$ cat src/rtl/seq_restoring_divider.sv
// seq_restoring_divider: iterative restoring divider, one quotient bit per cycle (MSB first).
// Start/done handshake; results are held until the next accepted start.
// Optional macro DIV_SIGNED_EN: two's-complement operands. The unsigned core runs on
// magnitudes and the signs are fixed up on entry to DONE.
// Requires WIDTH >= 2.
module seq_restoring_divider #(
  parameter int unsigned WIDTH = 7
) (
  input  logic             clk,
  input  logic             rst,
  input  logic             start,
  input  logic [WIDTH-1:0] dividend,
  input  logic [WIDTH-1:0] divisor,
  output logic             busy,
  output logic             done,
  output logic [WIDTH-1:0] quotient,
  output logic [WIDTH-1:0] remainder,
  output logic             div_by_zero
);

  localparam int unsigned CntW = (WIDTH > 1) ? $clog2(WIDTH) : 1;

  typedef enum logic [1:0] {StIdle, StRun, StDone} state_e;

  state_e           state_q, state_d;
  logic [CntW-1:0]  count_q, count_d;
  // Dividend bits shift out at the MSB while quotient bits shift in at the LSB.
  logic [WIDTH-1:0] dq_q, dq_d;
  logic [WIDTH-1:0] r_q, r_d;
  logic [WIDTH-1:0] dvs_q, dvs_d;
  logic [WIDTH-1:0] quotient_q, quotient_d;
  logic [WIDTH-1:0] remainder_q, remainder_d;
  logic             dbz_q, dbz_d;

  logic             accept;
  logic             div_zero;
  logic [WIDTH-1:0] dvd_mag, dvs_mag;

  logic [WIDTH:0]   trial, nb, p_vec, g_vec;
  logic [WIDTH-1:0] diff;
  logic             carry, ge;
  logic [WIDTH-1:0] q_new, r_new, q_fix, r_fix;

`ifdef DIV_SIGNED_EN
  logic neg_q_q, neg_q_d;
  logic neg_r_q, neg_r_d;
`endif

  assign accept   = start && (state_q != StRun);
  assign div_zero = (divisor == '0);

  // Operand magnitudes fed into the unsigned core
  always_comb begin
`ifdef DIV_SIGNED_EN
    dvd_mag = dividend[WIDTH-1] ? (~dividend + WIDTH'(1)) : dividend;
    dvs_mag = divisor[WIDTH-1]  ? (~divisor + WIDTH'(1))  : divisor;
`else
    dvd_mag = dividend;
    dvs_mag = divisor;
`endif
  end

  // Trial subtract r' - divisor on WIDTH+1 bits with P/G carry chain; carry out means r' >= d
  always_comb begin
    trial = {r_q, dq_q[WIDTH-1]};
    nb    = ~{1'b0, dvs_q};
    p_vec = trial ^ nb;
    g_vec = trial & nb;
    carry = 1'b1;
    diff  = '0;
    for (int i = 0; i < WIDTH; i++) begin
      diff[i] = p_vec[i] ^ carry;
      carry   = g_vec[i] | (p_vec[i] & carry);
    end
    ge    = g_vec[WIDTH] | (p_vec[WIDTH] & carry);
    // A restored or reduced remainder is always below the divisor, so WIDTH bits suffice.
    r_new = ge ? diff : trial[WIDTH-1:0];
    q_new = {dq_q[WIDTH-2:0], ge};
  end

  // Sign fix-up applied to the final iteration's result
  always_comb begin
`ifdef DIV_SIGNED_EN
    q_fix = neg_q_q ? (~q_new + WIDTH'(1)) : q_new;
    r_fix = neg_r_q ? (~r_new + WIDTH'(1)) : r_new;
`else
    q_fix = q_new;
    r_fix = r_new;
`endif
  end

  // FSM next-state
  always_comb begin
    state_d = state_q;
    unique case (state_q)
      StIdle, StDone: begin
        if (accept) state_d = div_zero ? StDone : StRun;
        else        state_d = StIdle;
      end
      StRun: begin
        if (count_q == '0) state_d = StDone;
      end
      default: state_d = StIdle;
    endcase
  end

  // Datapath next-state: operand capture, iteration, result load on entry to DONE
  always_comb begin
    count_d     = count_q;
    dq_d        = dq_q;
    r_d         = r_q;
    dvs_d       = dvs_q;
    quotient_d  = quotient_q;
    remainder_d = remainder_q;
    dbz_d       = dbz_q;
`ifdef DIV_SIGNED_EN
    neg_q_d     = neg_q_q;
    neg_r_d     = neg_r_q;
`endif
    if (accept) begin
      if (div_zero) begin
        quotient_d  = '1;
        remainder_d = dividend;
        dbz_d       = 1'b1;
      end else begin
        dq_d    = dvd_mag;
        dvs_d   = dvs_mag;
        r_d     = '0;
        count_d = CntW'(WIDTH - 1);
`ifdef DIV_SIGNED_EN
        neg_q_d = dividend[WIDTH-1] ^ divisor[WIDTH-1];
        neg_r_d = dividend[WIDTH-1];
`endif
      end
    end else if (state_q == StRun) begin
      dq_d = q_new;
      r_d  = r_new;
      if (count_q == '0) begin
        quotient_d  = q_fix;
        remainder_d = r_fix;
        dbz_d       = 1'b0;
      end else begin
        count_d = count_q - CntW'(1);
      end
    end
  end

  // State and datapath registers, synchronous reset
  always_ff @(posedge clk) begin
    if (rst) begin
      state_q     <= StIdle;
      count_q     <= '0;
      dq_q        <= '0;
      r_q         <= '0;
      dvs_q       <= '0;
      quotient_q  <= '0;
      remainder_q <= '0;
      dbz_q       <= 1'b0;
`ifdef DIV_SIGNED_EN
      neg_q_q     <= 1'b0;
      neg_r_q     <= 1'b0;
`endif
    end else begin
      state_q     <= state_d;
      count_q     <= count_d;
      dq_q        <= dq_d;
      r_q         <= r_d;
      dvs_q       <= dvs_d;
      quotient_q  <= quotient_d;
      remainder_q <= remainder_d;
      dbz_q       <= dbz_d;
`ifdef DIV_SIGNED_EN
      neg_q_q     <= neg_q_d;
      neg_r_q     <= neg_r_d;
`endif
    end
  end

  // Outputs
  always_comb begin
    busy        = (state_q == StRun);
    done        = (state_q == StDone);
    quotient    = quotient_q;
    remainder   = remainder_q;
    div_by_zero = dbz_q;
  end

endmodule
$ cat config.mk
export PLATFORM = sky130hd
export DESIGN_NAME = seq_restoring_divider
export DESIGN_NICKNAME = d
export VERILOG_FILES = /design/src/rtl/seq_restoring_divider.sv
export SDC_FILE = /design/constraint.sdc
export NUM_CORES = 1
export LEC_CHECK = 0
export CAP_MARGIN = 20
export CORE_ASPECT_RATIO = 2
export CORE_MARGIN = 1.5
export CORE_UTILIZATION = 59
export CTS_BUF_LIST = sky130_fd_sc_hd__clkbuf_4 sky130_fd_sc_hd__clkbuf_8
export DETAILED_ROUTE_END_ITERATION = 7
export GPL_TIMING_DRIVEN = 0
export PLACE_DENSITY_LB_ADDON = 0.05
export SETUP_SLACK_MARGIN = 0.2
export SLEW_MARGIN = 20
export SYNTH_ARGS = -nofsm -noshare
export SYNTH_HDL_FRONTEND = slang
export SYNTH_SLANG_ARGS = --single-unit
$ cat constraint.sdc
create_clock -name clk -period 6.5 [get_ports clk]
set_input_delay 0.65 -clock clk [delete_from_list [all_inputs] [get_ports clk]]
set_output_delay 0.65 -clock clk [all_outputs]
set_load 0.02 [all_outputs]
==> flow_summary_export.csv <==
group,metric,value,unit
outcome,status,"finished, final reports clean",
cts,clk_latency,300,ps
floorplanning,initial_core_util,62.6,%
synth,synth_fp_nets,256,
grt,met3_usage,4.68,%
critical_path,critPathKind,"reg -> reg",
synth,seq_area_frac_synth,41.1,%
grt,grt_usage,28.1,%
sta,period_share,62.4,%
sta,whs,449,ps
sta,fin_tns_setup,0,ps
sta,relSlewSlack,55.5,%
cts,clk_pin_slew_worst_paths,70,ps
synth,synth.ff_latch_count,41,
sta,drv_slew,0,
pwr,vdd_drop_max,0.218,mV
floorplanning,fp.dieW,44.2,um
place,port_buffers,33,
critical_path,endpoint_kind,"register",
critical_path,critical_path.max_fanout,9,
grt,busiest_layer,"met2",
floorplanning,pin_count,34,
floorplanning,rows,29,
sta,max_freq,247,MHz
cts,cts-hold-fix-buffers,0,
grt,grt_pass1_vias,1812,
final_layout,antenna_cells,0,
critical_path,arrival,4220,ps
grt,overflow,0,
cts,cts_resized,0,
synth,synthCells,230,
sta,rsz0062_at_grt,"no",
synth,avgSynthCellArea,8.69,um2
sta,setup_violations,0,
detailed_routing,drc,0,
cts,root_buffer,"clkbuf_8",
detailed_routing,wl_per_cell,15.3,um
grt,grt_use_met2,50.1,%
detailed_routing,avgViaCountPerCell,5.91,
detailed_routing,ant_nets,0,
grt,grt_pass1_wl,7.97,mm
place,place_hpwl,3.46,mm
cts,cts_sinks,41,
detailed_routing,drt-total-wl,4.61,mm
floorplanning,die_area,0.00377,mm2
cts,cts_buffer_depth,2,
detailed_routing,vias,1779,
floorplanning,die_h,85.3,um
detailed_routing,firstDrtPassIters,5,
synth,syn-cell-area,0.00200,mm2
cts,cts_buffers,5,
final_layout,drive_gt1_share,9.63,%
grt,grt_max_degree,13,
synth,yosysUniqueCellTypes,37,
detailed_routing,drtIter0Drc,41,
sta,hold_viol,0,
synth,yosys_warnings,0,
sta,tightest_slew,668,ps
grt,met1_usage,30.8,%
floorplanning,core_area,0.00319,mm2
sta,fin_skew,6.35,ps
min_path,hp-class,"reg -> reg",
sta,finalCriticalPeriod,4060,ps
cts,htreeDepth,2,
pwr,leakage,0.946,nW
cts,cts_tree,"yes",
final_layout,area_delta_synth_final,23.7,%
critical_path,crit_required,6660,ps
place,routabilityCongestion,0.876,
job,maxCapViolCount,0,
critical_path,cp-start-kind,"register",
cts,post_cts_buffers,0,
final_layout,fill_cells,243,
final_layout,nNetsFinal,296,
pwr,power.density,299,mW/mm2
grt,antenna_found_initial,0,
-- final cells by class --
class	count	area [um2]	share of cell area, %
plain buffers	16	80.1	3.24
well taps	31	38.8	1.57
repair buffers	33	330	13.4
multi-input cells	158	1040	42.1
inverters	15	56.3	2.28
clock inverters	2	35.0	1.42
flip-flops and latches	41	821	33.2
clock buffers	5	68.8	2.78
-- critical path, cell delays in order (launching register included) --
cell and delay (ps):
dfxtp_1 370, inv_1 60, ha_1 210, fa_1 380, fa_1 390, fa_1 390, fa_1 410, fa_1 370
inv_1 80, fa_1 310, or2_2 150, buf_2 210, mux2_2 380, a2bb2oi_1 150, nor2_1 60
-- state kept, by name, summed over array words and instances (netlist names) --
| name | count |
|---|---|
| r_q | 7 |
| state_q | 2 |
| dq_q | 7 |
| quotient | 7 |
| dvs_q | 7 |
| remainder | 7 |
| count_q | 3 |
| div_by_zero | 1 |
-- routing by layer --
layer	routed length, um	up-vias
met3	200	12
met4	127	0
met5	0	-
met1	1730	831
met2	2550	61
li1	-	875
-- cells in the mapped netlist --
cell	number	area (um2)
or2_2	1	6.26
buf_6	2	22.5
clkinv_1	1	3.75
or3_1	2	12.5
a221oi_1	7	61.3
or4_4	1	11.3
nor3_2	3	30.0
nand3_1	2	10.0
nor2b_1	1	6.26
fa_1	6	120
nand4bb_1	1	11.3
o41ai_1	1	8.76
clkbuf_1	8	30.0
a31oi_1	1	6.26
o21ai_0	2	10.0
nor3_1	10	50.1
nand2_1	26	97.6
buf_1	2	7.51
a211oi_2	6	75.1
buf_2	4	20.0
or4_1	1	7.51
o41ai_4	1	27.5
nor2_1	41	154
a2bb2oi_1	1	8.76
o211ai_1	2	15.0
dfxtp_1	41	821
inv_1	14	52.6
a22oi_1	2	15.0
a21o_1	1	7.51
a21oi_1	17	85.1
mux2_2	1	11.3
a311oi_1	7	61.3
o21a_1	2	15.0
ha_1	3	37.5
nand4_1	1	6.26
nand2b_1	2	12.5
mux2i_1	6	60.1
-- cell families (layout without fill, tap and decap cells) --
logic type / count (synthesis) / count (layout) / synth area share [%]
buf+inv: 31 / 71 / 6.83
simple gates: 92 / 92 / 20.8
flops: 41 / 41 / 41.1
mux: 7 / 7 / 3.57
fa+ha+maj: 9 / 9 / 7.89
compound gates: 50 / 50 / 19.8
-- final timing paths --
| check | start | endpoint | slack [ps] | cells past startpoint |
|---|---|---|---|---|
| max | dq_q[6] | r_q[6] | 2440 | 14 |
| min | div_by_zero | div_by_zero | 450 | 2 |
| max reg2reg | dq_q[6] | r_q[6] | 2440 | 14 |
| min reg2reg | div_by_zero | div_by_zero | 450 | 2 |
-- report_power, final --
| group | leakage, nW | switching [mW] | internal [mW] |
|---|---|---|---|
| sequential | 0.336 | 0.0204 | 0.281 |
| clock | 0.0540 | 0.0856 | 0.112 |
| combinational | 0.556 | 0.137 | 0.104 |
| total | 0.946 | 0.243 | 0.496 |
-- cells in the final DEF, fill, tap and decap left out, types with 3 or more instances in the layout --
master,n
a221oi_1,7
buf_2,4
fa_1,6
inv_1,14
a211oi_2,6
nand2_1,26
ha_1,3
nor3_2,3
a21oi_1,17
clkbuf_8,5
nor2_1,41
clkdlybuf4s50_1,33
nor3_1,10
dfxtp_1,41
mux2i_1,6
a311oi_1,7
clkbuf_1,8
-- through the flow --
stage               utilization (%)  setup slack (ps)  area, um2  cells  power [mW]
floorplan                         -              2810       2000    230       0.473
global placement               74.1              2510       2370    294       0.540
finish                         77.4              2440       2470    301       0.739
global route                   77.4              2290       2470    301       0.786
CTS                            77.4              2480       2470    301       0.742
detailed placement             74.1              2480       2370    294       0.545
No activity file was read; power rests on OpenSTA's default activity.
